### config.mk
export PLATFORM = sky130hd
export DESIGN_NAME = sprite_scheduler
export DESIGN_NICKNAME = d
export VERILOG_FILES = /design/src/rtl/sprite_scheduler.sv
export SDC_FILE = /design/constraint.sdc
export NUM_CORES = 1
export LEC_CHECK = 0
export ABC_AREA = 1
export CAP_MARGIN = 0
export CORE_UTILIZATION = 50
export DETAILED_ROUTE_END_ITERATION = 6
export PLACE_DENSITY = 0.8
export SYNTH_ARGS = -nofsm -noshare
export SYNTH_HDL_FRONTEND = slang
export SYNTH_SLANG_ARGS = --single-unit
export TNS_END_PERCENT = 10
### constraint.sdc
create_clock -name VGA_CLK -period 3.95 [get_ports VGA_CLK]
set_clock_uncertainty 0.05 [all_clocks]
set_input_delay 0.9875 -clock VGA_CLK [delete_from_list [all_inputs] [get_ports VGA_CLK]]
set_output_delay 0.9875 -clock VGA_CLK [all_outputs]
set_load 0.02 [all_outputs]
### src/rtl/sprite_scheduler.sv
// ----------------------------------------------------------------------------
// sprite_scheduler
//
// Holds the active and staged top-left positions of every sprite (index 0 is
// Pacman, the rest are ghosts). Game logic stages new positions through a
// valid/ready handshake. A frame_start pulse walks the sprites one per cycle
// and copies each staged position into the active set, so the picture never
// tears mid-frame. Every pixel is hit-tested against all active 16x16 sprites.
// The lowest-index covering sprite wins, and its index, relative coordinates
// and sprite-ROM address are registered one cycle later.
//
// Parameters:
//   NUM_SPRITES  number of sprites (index 0 has the highest priority)
//   IDX_W        index width, 2**IDX_W >= NUM_SPRITES
//
// Ports:
//   VGA_CLK       pixel clock; all state changes on its rising edge
//   HRESETn       asynchronous active-low reset
//   frame_start   one-cycle pulse at the start of vertical blank
//   screen_x/y    current pixel coordinates (11 bit)
//   upd_valid     position update request
//   upd_ready     high while updates can be accepted (idle, not committing)
//   upd_idx       sprite to update; out-of-range indices are accepted and dropped
//   upd_x/upd_y   new top-left position (10 bit)
//   pending       per sprite: staged position waiting for the next commit
//   hit           some sprite covers the pixel (registered)
//   hit_idx       winning sprite; holds its value when there is no hit
//   rel_x/rel_y   pixel offset inside the winning sprite; held when no hit
//   rom_addr      {hit_idx, rel_y, rel_x} for the shared sprite ROM
//   collide       OR of collide_mask
//   collide_mask  bit i-1: Pacman and ghost i covered the same pixel since the
//                 last frame_start (sticky)
//
// Build option:
//   SPRITE_SCHED_COLLIDE_EN  when defined, builds the Pacman/ghost collision
//                            detector. When undefined, collide and
//                            collide_mask are tied to 0.
// ----------------------------------------------------------------------------
module sprite_scheduler #(
    parameter int NUM_SPRITES = 5,
    parameter int IDX_W       = 3
) (
    input  logic                   VGA_CLK,
    input  logic                   HRESETn,
    input  logic                   frame_start,
    input  logic [10:0]            screen_x,
    input  logic [10:0]            screen_y,
    input  logic                   upd_valid,
    output logic                   upd_ready,
    input  logic [IDX_W-1:0]       upd_idx,
    input  logic [9:0]             upd_x,
    input  logic [9:0]             upd_y,
    output logic [NUM_SPRITES-1:0] pending,
    output logic                   hit,
    output logic [IDX_W-1:0]       hit_idx,
    output logic [3:0]             rel_x,
    output logic [3:0]             rel_y,
    output logic [IDX_W+7:0]       rom_addr,
    output logic                   collide,
    output logic [NUM_SPRITES-2:0] collide_mask
);

    typedef enum logic {
        ST_IDLE,
        ST_COMMIT
    } state_t;

    localparam logic [IDX_W-1:0] LAST_PTR  = IDX_W'(NUM_SPRITES - 1);
    localparam logic [IDX_W:0]   NUM_SPR_W = (IDX_W + 1)'(NUM_SPRITES);
    localparam logic [9:0]       OFFSCREEN = 10'h3FF;

    state_t           state, state_next;
    logic [IDX_W-1:0] ptr, ptr_next;
    logic             commit_en;
    logic             upd_fire;
    logic             idx_ok;

    logic [9:0] act_x [NUM_SPRITES];
    logic [9:0] act_y [NUM_SPRITES];
    logic [9:0] stg_x [NUM_SPRITES];
    logic [9:0] stg_y [NUM_SPRITES];

    logic [NUM_SPRITES-1:0] hit_vec;
    logic [IDX_W-1:0]       win_idx;
    logic [3:0]             win_rx;
    logic [3:0]             win_ry;

    // ------------------------------------------------------------------
    // Commit sequencer
    // ------------------------------------------------------------------
    // NOTE: sequential state uses non-blocking (<=) so every register
    // samples pre-edge values regardless of statement order.
    always_ff @(posedge VGA_CLK or negedge HRESETn) begin
        if (!HRESETn) begin
            state <= ST_IDLE;
            ptr   <= '0;
        end else begin
            state <= state_next;
            ptr   <= ptr_next;
        end
    end

    // NOTE: every output of this block is given a default first, so no
    // path through the case leaves a signal unassigned (no latches).
    always_comb begin
        state_next = state;
        ptr_next   = ptr;
        upd_ready  = 1'b0;
        commit_en  = 1'b0;
        case (state)
            ST_IDLE: begin
                upd_ready = 1'b1;
                if (frame_start) begin
                    state_next = ST_COMMIT;
                    ptr_next   = '0;
                end
            end
            ST_COMMIT: begin
                // frame_start is deliberately ignored here; a commit already
                // in flight must finish walking every sprite.
                commit_en = 1'b1;
                if (ptr == LAST_PTR) begin
                    state_next = ST_IDLE;
                    ptr_next   = '0;
                end else begin
                    ptr_next = ptr + IDX_W'(1);
                end
            end
            default: begin
                state_next = ST_IDLE;
                ptr_next   = '0;
            end
        endcase
    end

    assign upd_fire = upd_valid && upd_ready;
    assign idx_ok   = {1'b0, upd_idx} < NUM_SPR_W;

    // ------------------------------------------------------------------
    // Position storage. Staging only happens in IDLE and copying only in
    // COMMIT, so the two never collide on the same sprite in one cycle.
    // ------------------------------------------------------------------
    // NOTE: the position arrays are reset element by element because the
    // off-screen reset value is what keeps stale sprites from drawing; they
    // are flops, not a RAM macro, so resetting them is legal and cheap.
    always_ff @(posedge VGA_CLK or negedge HRESETn) begin
        if (!HRESETn) begin
            for (int i = 0; i < NUM_SPRITES; i++) begin
                act_x[i] <= OFFSCREEN;
                act_y[i] <= OFFSCREEN;
                stg_x[i] <= '0;
                stg_y[i] <= '0;
            end
            pending <= '0;
        end else begin
            for (int i = 0; i < NUM_SPRITES; i++) begin
                if (upd_fire && idx_ok && (upd_idx == IDX_W'(i))) begin
                    stg_x[i]   <= upd_x;
                    stg_y[i]   <= upd_y;
                    pending[i] <= 1'b1;
                end else if (commit_en && (ptr == IDX_W'(i)) && pending[i]) begin
                    act_x[i]   <= stg_x[i];
                    act_y[i]   <= stg_y[i];
                    pending[i] <= 1'b0;
                end
            end
        end
    end

    // ------------------------------------------------------------------
    // Hit test. The compare is done in 11 bits so a sprite near the right
    // or bottom edge extends past 1023 instead of wrapping to column 0.
    // ------------------------------------------------------------------
    for (genvar g = 0; g < NUM_SPRITES; g++) begin : g_hit
        logic [10:0] x_lo;
        logic [10:0] y_lo;
        assign x_lo = {1'b0, act_x[g]};
        assign y_lo = {1'b0, act_y[g]};
        assign hit_vec[g] = (screen_x >= x_lo) && (screen_x <= x_lo + 11'd15) &&
                            (screen_y >= y_lo) && (screen_y <= y_lo + 11'd15);
    end

    // Priority pick: scan from the highest index down so the lowest
    // covering index is the last to write. The low nibble of a difference
    // depends only on the low nibbles of its operands, which is all the
    // 16x16 offset needs.
    always_comb begin
        win_idx = '0;
        win_rx  = '0;
        win_ry  = '0;
        for (int i = NUM_SPRITES - 1; i >= 0; i--) begin
            if (hit_vec[i]) begin
                win_idx = IDX_W'(i);
                win_rx  = screen_x[3:0] - act_x[i][3:0];
                win_ry  = screen_y[3:0] - act_y[i][3:0];
            end
        end
    end

    // Pixel outputs: one cycle of latency; winner fields hold on a miss so
    // the ROM address stays stable through background pixels.
    always_ff @(posedge VGA_CLK or negedge HRESETn) begin
        if (!HRESETn) begin
            hit     <= 1'b0;
            hit_idx <= '0;
            rel_x   <= '0;
            rel_y   <= '0;
        end else begin
            hit <= |hit_vec;
            if (|hit_vec) begin
                hit_idx <= win_idx;
                rel_x   <= win_rx;
                rel_y   <= win_ry;
            end
        end
    end

    assign rom_addr = {hit_idx, rel_y, rel_x};

    // ------------------------------------------------------------------
    // Pacman/ghost collision flags
    // ------------------------------------------------------------------
`ifdef SPRITE_SCHED_COLLIDE_EN
    logic [NUM_SPRITES-2:0] coll_set;

    assign coll_set = hit_vec[0] ? hit_vec[NUM_SPRITES-1:1] : '0;

    // A new collision on the frame_start pixel survives the clear.
    always_ff @(posedge VGA_CLK or negedge HRESETn) begin
        if (!HRESETn) begin
            collide_mask <= '0;
        end else begin
            collide_mask <= (frame_start ? '0 : collide_mask) | coll_set;
        end
    end

    assign collide = |collide_mask;
`else
    assign collide      = 1'b0;
    assign collide_mask = '0;
`endif

endmodule

==> results of run 1 <==
[placed cells by master, fill, tap and decap left out, types with 5 or more instances in the layout]
master	instances
nand2_1	459
ha_1	225
o21ai_0	215
inv_1	205
nor2_1	133
dfrtp_1	121
a21oi_1	110
dfstp_2	100
nand3_1	89
clkdlybuf4s50_1	76
xor2_1	74
buf_4	36
nand4_1	31
clkbuf_16	25
nor3_1	16
xnor2_1	16
o21a_1	16
o21ai_1	13
inv_2	10
nand3b_1	10
fa_1	10
nor2_2	6
nand2_4	5
conb_1	5
clkbuf_8	5
[stage by stage]
step                      instance area (µm²)  worst slack (ns)  total power [mW]
after floorplan                         15900              1.12              8.54
after global placement                  17100             0.294              10.2
after detailed placement                17100             0.254              10.4
after CTS                               18000             0.607              12.9
after global routing                    18000             0.278              14.0
final                                   18000             0.578              12.9
[flip-flops by register name, summed over array words and instances (netlist names)]
| register | flops |
|---|---|
| hit | 1 |
| pending | 5 |
| act_x | 50 |
| hit_idx | 3 |
| act_y | 50 |
| rel_x | 4 |
| state | 1 |
| rel_y | 4 |
| stg_x | 50 |
| stg_y | 50 |
| ptr | 3 |
[power by group]
group	internal (mW)	leakage [nW]	switching (mW)
clock network	1.39	0.408	0.994
logic	2.50	5.38	3.89
registers	3.45	2.61	0.667
total	7.34	8.40	5.55
[metal layers]
metal,global-route usage (%),up-vias
met5,0,-
met4,8.07,0
met3,3.44,76
met2,44.5,462
met1,40.8,6509
li1,-,6636
[critical path, cell delays in order, from the launching register on]
cell and delay (ns):
dfstp_2 0.57, inv_1 0.15, ha_1 0.26, nand3_1 0.15, nand2_1 0.10, nor2_1 0.20, nand3_1 0.12, ha_1 0.33
nand2_1 0.12, nor4_1 0.32, nand2_1 0.08, nand2_1 0.17, nand4_4 0.14, inv_2 0.19, nor2_1 0.07, o21ai_1 0.08
nand2_1 0.07, nand2_1 0.06, nand2_1 0.04
[final cells by class]
class / instances / area [µm²]
clock buffers: 32 / 702
multi-input cells: 1470 / 9100
clock inverters: 13 / 141
fillers: 2766 / 12900
flip-flops and latches: 221 / 5660
repair buffers: 114 / 1070
inverters: 217 / 822
well taps: 396 / 495
[worst min-delay path by stage]
stage                                startpoint               endpoint  cells past startpoint
after floorplan           stg_x[10]$_DFFE_PN0P_  stg_x[10]$_DFFE_PN0P_                      2
after global placement    stg_x[33]$_DFFE_PN0P_  stg_x[33]$_DFFE_PN0P_                      2
after detailed placement  stg_y[27]$_DFFE_PN0P_  act_y[27]$_DFFE_PN1P_                      2
after CTS                               HRESETn   stg_y[5]$_DFFE_PN0P_                      1
after global routing                    HRESETn   stg_y[4]$_DFFE_PN0P_                      1
final                                   HRESETn   stg_y[5]$_DFFE_PN0P_                      1
[kinds of logic after synthesis]
kind of cell	after synthesis	synth area share, %
AND/OR/NAND/NOR	777	21.4
AO/OA/AOI/OAI	363	11.8
buffers and inverters	277	7.14
adder cells (fa/ha/maj)	235	19.0
flip-flops	221	35.6
XOR/XNOR	90	4.96
other	1	0.0236
==> impl_metrics.json, run 1 <==
{
  "worst_ep_required_time_ns": 4.32,
  "critical_path_class": "reg2reg",
  "floorplan.io_pins": 83,
  "cts-buffers-inserted": 25,
  "floorplan.initialDensity_pct": 51.4,
  "max_slew.worst_pin.slew_ns": 1.01,
  "yosysWarnings": 0,
  "final_setup_violating_endpoints": 0,
  "netlist_instances": 1964,
  "route.antenna.remaining_nets": 0,
  "r2r_cells": 18,
  "ir_drop_mv": 0.356,
  "met2_wirelength_um": 19900,
  "area_growth_from_synthesis_to_layout_pct": 13.3,
  "yosys.area.top_type_share_pct": 19.1,
  "rows": 64,
  "timing.fmax_mhz": 297,
  "synth_largest_area_cell": "dfrtp_1",
  "setup.worst_path.start_class": "flip-flop",
  "critical_path.max_fanout": 11,
  "tritoncts": "built",
  "drt-pass1-iter-count": 6,
  "slew_headroom_pct": 32.7,
  "cp_data_arrival_time_ns": 3.75,
  "antenna_found_initial": 0,
  "synth.top_cells.by_area": "dfrtp_1 (19%), ha_1 (18%), dfstp_2 (17%), nand2_1 (11%), o21ai_0 (6.8%)",
  "dr.first_iter.drc_count": 1159,
  "ys_seq_elements": 221,
  "timing.critical_path.from": "act_x[30]$_DFFE_PN1P_",
  "worstReg2RegEnd": "rel_y[3]$_DFFE_PN0P_",
  "status": "finished clean",
  "synth.cell_area_um2": 15900,
  "route.detailed.vias_per_inst": 5.56,
  "cts_repair_resize_count": 0,
  "utilization_after_layout_pct": 58.2,
  "clkTransAtPathRegs_ns": 0.06,
  "finalWeightedCongestion": 0.938,
  "vertical_die_dimension_um": 180,
  "drv_slew": 0,
  "grt_pass1_wl_um": 72300,
  "grt_start_max_net_pins": 82,
  "postSynth.asyncResetShare_pct": 100,
  "route.vias.total": 13683,
  "detail_routed_net_length_per_standard_cell_um": 18.3,
  "htree_num_levels": 1,
  "finalCritPeriodShare_pct": 85.4,
  "drt_drc_violations_left": 0,
  "vias_in_the_first_global_route": 13385,
  "crit_end_element": "flip-flop",
  "cts_post_setup_buffers_inserted": 0,
  "antenna_cells": 0,
  "cts_hold_buffers": 0,
  "worst_r2r_startpoint": "act_x[30]$_DFFE_PN1P_",
  "die_area_um2": 32500,
  "rrSetupSlack_ns": 0.58,
  "post-synth-top-count-cell": "nand2_1",
  "seq_area_frac_synth_pct": 35.6,
  "finalNetCount": 2333,
  "clock_sink_count": 221,
  "cp-endpoint": "rel_y[3]$_DFFE_PN0P_",
  "synth_area_per_cell_um2": 8.09,
  "synth_cell_type_count": 43,
  "rsz0062_at_grt": "false",
  "fp.coreArea_um2": 30900,
  "hpwlAfterDp_um": 34400,
  "global_route.usage.total_pct": 28.2,
  "number_of_enable_type_register_cells_in_the_synthesized_netlist": 0,
  "die_w_um": 180,
  "max-cap-violations": 0,
  "route.final.wire_length_um": 45000,
  "final_hold_violation_count": 0,
  "final_cell_count_no_fill": 2463,
  "yosys-top-cells-count": "nand2_1 (459), ha_1 (225), o21ai_0 (215)",
  "layout-drive-gt1-share_pct": 11.1,
  "max-clock-path-buffers": 3,
  "power_leakage_nw": 8.40,
  "fin_worst_hold_slack_ns": 0.378,
  "hold_path_class": "in2async",
  "cellPowerDensity_nw_per_um2": 717,
  "detail_route.wirelength.met1_um": 20900,
  "port_buffers": 77,
  "globalRouteOverflowTotal": 0,
  "finalCriticalPeriod_ns": 3.37,
  "clockRootBuffer": "clkbuf_16",
  "worst_skew_pair.late_latency_ns": 0.54,
  "most_used_dff_post_synth": "dfrtp_1",
  "top_sig_layer": "met4",
  "setup_total_negative_slack_ns": 0,
  "met3_wirelength_um": 3000,
  "post-place-cells": 2418
}
Note: power is estimated with default switching activity, not from simulation.
==> inputs of run 2 (changes only) <==
--- a/config.mk
+++ b/config.mk
@@ -9,7 +9,9 @@
 export CAP_MARGIN = 0
 export CORE_UTILIZATION = 50
 export DETAILED_ROUTE_END_ITERATION = 6
+export HOLD_SLACK_MARGIN = 0.12
 export PLACE_DENSITY = 0.8
+export SLEW_MARGIN = 10
 export SYNTH_ARGS = -nofsm -noshare
 export SYNTH_HDL_FRONTEND = slang
 export SYNTH_SLANG_ARGS = --single-unit
==> results of run 2 <==
Final layout, timing and power as in run 1 (identical DEF).
==> inputs of run 3 (changes only) <==
--- a/config.mk
+++ b/config.mk
@@ -7,10 +7,13 @@
 export LEC_CHECK = 0
 export ABC_AREA = 1
 export CAP_MARGIN = 0
-export CORE_UTILIZATION = 50
+export CELL_PAD_IN_SITES_DETAIL_PLACEMENT = 2
+export CELL_PAD_IN_SITES_GLOBAL_PLACEMENT = 2
+export CORE_UTILIZATION = 40
 export DETAILED_ROUTE_END_ITERATION = 6
+export GPL_TIMING_DRIVEN = 1
 export HOLD_SLACK_MARGIN = 0.12
-export PLACE_DENSITY = 0.8
+export PLACE_DENSITY = 0.95
 export SLEW_MARGIN = 10
 export SYNTH_ARGS = -nofsm -noshare
 export SYNTH_HDL_FRONTEND = slang
==> constraint.sdc (replaced) <==
create_clock -name VGA_CLK -period 4 [get_ports VGA_CLK]
set_clock_uncertainty 0.05 [all_clocks]
set_input_delay 1 -clock VGA_CLK [delete_from_list [all_inputs] [get_ports VGA_CLK]]
set_output_delay 1 -clock VGA_CLK [all_outputs]
set_load 0.02 [all_outputs]
==> run 3 against run 2 <==
  * The run now ends with setup timing left
  * Critical path depth shrank 1
  * First-iteration DRC count rose by 8.6%
  * Power up 16%
  * Register-to-register slack got worse by 0.64 ns
  * Via count increased by 17%
  * Utilization is 11 points lower
  * Sequential power rose by 6.6%
  * Non-clock buffer count is 2 higher
  * Combinational power up 25%
  * Critical endpoint is now rel_x[0]$_DFFE_PN0P_
  * Sequential share of layout area down 0.45 points
==> impl_metrics.json, run 3 (synthesized netlist as in run 1, its figures left out) <==
{
  "finalWorstSetupSlack_ns": -0.0609,
  "worst_skew_pair.late_latency_ns": 0.58,
  "finalWeightedCongestion": 0.904,
  "cts_hold_buffers": 0,
  "hold_path_class": "in2async",
  "setup.worst_path.start_class": "flip-flop",
  "power.share.sequential_pct": 29.2,
  "drt-pass1-iter-count": 5,
  "route.vias.total": 15998,
  "stages_on_worst_setup_path": 17,
  "die_w_um": 201,
  "max-clock-path-buffers": 3,
  "critical_path.max_fanout": 10,
  "floorplan.initialDensity_pct": 40.8,
  "grt_start_max_net_pins": 112,
  "cts_repair_resize_count": 0,
  "cp_data_arrival_time_ns": 4.36,
  "route.antenna.remaining_nets": 0,
  "cp.buffers_inverters": 1,
  "route.final.wire_length_um": 80500,
  "detail_routed_net_length_per_standard_cell_um": 31.0,
  "clockRootBuffer": "clkbuf_16",
  "antenna_cells": 0,
  "global_route.usage.total_pct": 39.5,
  "cts_post_setup_buffers_inserted": 0,
  "grt-busiest-layer": "met2",
  "groute.layer.met2.usage_pct": 66.1,
  "rrSetupSlack_ns": -0.06,
  "dr.first_iter.drc_count": 1259,
  "worst_ep_required_time_ns": 4.30,
  "failed_checks": "setup timing",
  "floorplan.io_pins": 83,
  "status": "complete, but fails checks",
  "worstReg2RegEnd": "rel_x[0]$_DFFE_PN0P_",
  "die_area_um2": 40500,
  "timing.critical_path.from": "act_x[40]$_DFFE_PN1P_",
  "layout-drive-gt1-share_pct": 11.4,
  "drt_drc_violations_left": 0,
  "grt_pass1_wl_um": 121000,
  "vias_in_the_first_global_route": 18494,
  "cellPowerDensity_nw_per_um2": 822,
  "max_stage_delay_ns": 0.58,
  "finalNetCount": 2337,
  "finalCriticalPeriod_ns": 4.06,
  "antenna_found_initial": 2,
  "grt.met1_usage_pct": 47.1,
  "htree_num_levels": 1,
  "clock_sink_count": 221,
  "internal-power_mw": 7.58,
  "power_frac_comb_pct": 53.2,
  "hpwlAfterDp_um": 53100,
  "post-place-ws_ns": 0.0408,
  "critical_path_class": "reg2reg",
  "final_hold_violation_count": 0,
  "most_frequent_cell_on_the_critical_path": "nand2_1",
  "finalCritPeriodShare_pct": 102,
  "timing.fmax_mhz": 246,
  "power.net_switching_mw": 7.43,
  "worst_r2r_startpoint": "act_x[40]$_DFFE_PN1P_",
  "max-cap-violations": 0,
  "drv_slew": 0,
  "max_slew.worst_pin.slew_ns": 1.19,
  "layout_common_cells": "nand2_1 (458), ha_1 (225), o21ai_0 (215), inv_1 (203), nor2_1 (130)",
  "route.detailed.vias_per_inst": 6.17,
  "cp-endpoint": "rel_x[0]$_DFFE_PN0P_",
  "cts-buffers-inserted": 27,
  "clkTransAtPathRegs_ns": 0.07,
  "p_sw_share_pct": 49.5,
  "fp.coreArea_um2": 38900,
  "area_growth_from_synthesis_to_layout_pct": 14.9,
  "globalRouteOverflowTotal": 0,
  "port_buffers": 77,
  "power.clock.fraction_pct": 17.6,
  "r2r_cells": 17,
  "globalRouteMet3Util_pct": 7.94,
  "crit_path_cell_trace": "inv_1 > ha_1 > nand3_1 > nand2_1 > nor2_1 > nand2_1 > xor2_1 > ha_1 > nand2_1 > nor3_1 > nand4_1 > nand2_1 > nand4_4 > nand2_4 > nor2_1 > o21ai_1 > nand4_1",
  "finished_cell_area_um2": 18300,
  "slew_headroom_pct": 20.0,
  "ir_drop_mv": 0.438,
  "slowest_stage": "dfstp_2",
  "crit_end_element": "flip-flop",
  "rows": 72,
  "vertical_die_dimension_um": 201,
  "tritoncts": "built",
  "layout.filler_cells": 4290,
  "power_leakage_nw": 8.43,
  "mostFrequentLayoutCell": "nand2_1",
  "cell_family_with_the_largest_share_of_critical_path_delay": "simple AND/OR/NAND/NOR gates",
  "detailed_place.area_um2": 17300,
  "final_setup_violating_endpoints": 1
}
run 3: through the flow:
| stage | TNS (ns) | instances | power (mW) | utilization (%) | hold WS, ns |
|---|---|---|---|---|---|
| after floorplan | 0 | 1968 | 8.43 | - | 0.403 |
| after global placement | 0 | 2542 | 10.1 | 44.5 | 0.415 |
| after detailed placement | 0 | 2542 | 11.3 | 44.5 | 0.437 |
| after CTS | 0 | 2592 | 14.7 | 46.8 | 0.450 |
| after global routing | -0.135 | 2592 | 15.7 | 46.9 | 0.494 |
| final | -0.0609 | 2592 | 15.0 | 46.9 | 0.428 |
run 3: how the worst min path moves through the flow:
stage | startpoint | endpoint | slack, ns | cells after the start
finish | HRESETn | stg_y[3]$_DFFE_PN0P_ | 0.43 | 1
global route | HRESETn | stg_y[3]$_DFFE_PN0P_ | 0.49 | 1
CTS | stg_x[29]$_DFFE_PN0P_ | stg_x[29]$_DFFE_PN0P_ | 0.45 | 2
detailed placement | stg_y[12]$_DFFE_PN0P_ | stg_y[12]$_DFFE_PN0P_ | 0.44 | 2
global placement | stg_y[19]$_DFFE_PN0P_ | stg_y[19]$_DFFE_PN0P_ | 0.42 | 2
floorplan | stg_x[10]$_DFFE_PN0P_ | stg_x[10]$_DFFE_PN0P_ | 0.40 | 2
run 3: layout make-up:
class                      count  area (µm²)  share of cell area [%]
timing repair buffer         116        1090                    5.99
clock inverter                12         145                   0.795
tap                          518         648                    3.55
clock buffer                  38         757                    4.15
multi-input combinational   1470        9130                    50.0
sequential                   221        5660                    31.0
inverter                     217         825                    4.52
run 3: metal layers:
layer	vias up	wire length, µm
li1	6627	-
met1	8256	31900
met2	769	38100
met3	340	5430
met4	6	4870
met5	-	89
run 3: worst register-to-register path, cell delays in order, from the launching register on:
cell,delay [ns]
dfstp_2,0.58
inv_1,0.16
ha_1,0.29
nand3_1,0.15
nand2_1,0.12
nor2_1,0.18
nand2_1,0.11
xor2_1,0.16
ha_1,0.32
nand2_1,0.12
nor3_1,0.31
nand4_1,0.17
nand2_1,0.22
nand4_4,0.23
nand2_4,0.21
nor2_1,0.10
o21ai_1,0.09
nand4_1,0.27
run 3: power by group through the flow:
stage,combinational (mW),clock [mW],sequential (mW)
after floorplan,4.46,0,3.97
after global placement,6.04,0,4.07
after detailed placement,7.07,0,4.25
after CTS,7.74,2.64,4.32
after global routing,8.50,2.73,4.42
final,7.98,2.64,4.39
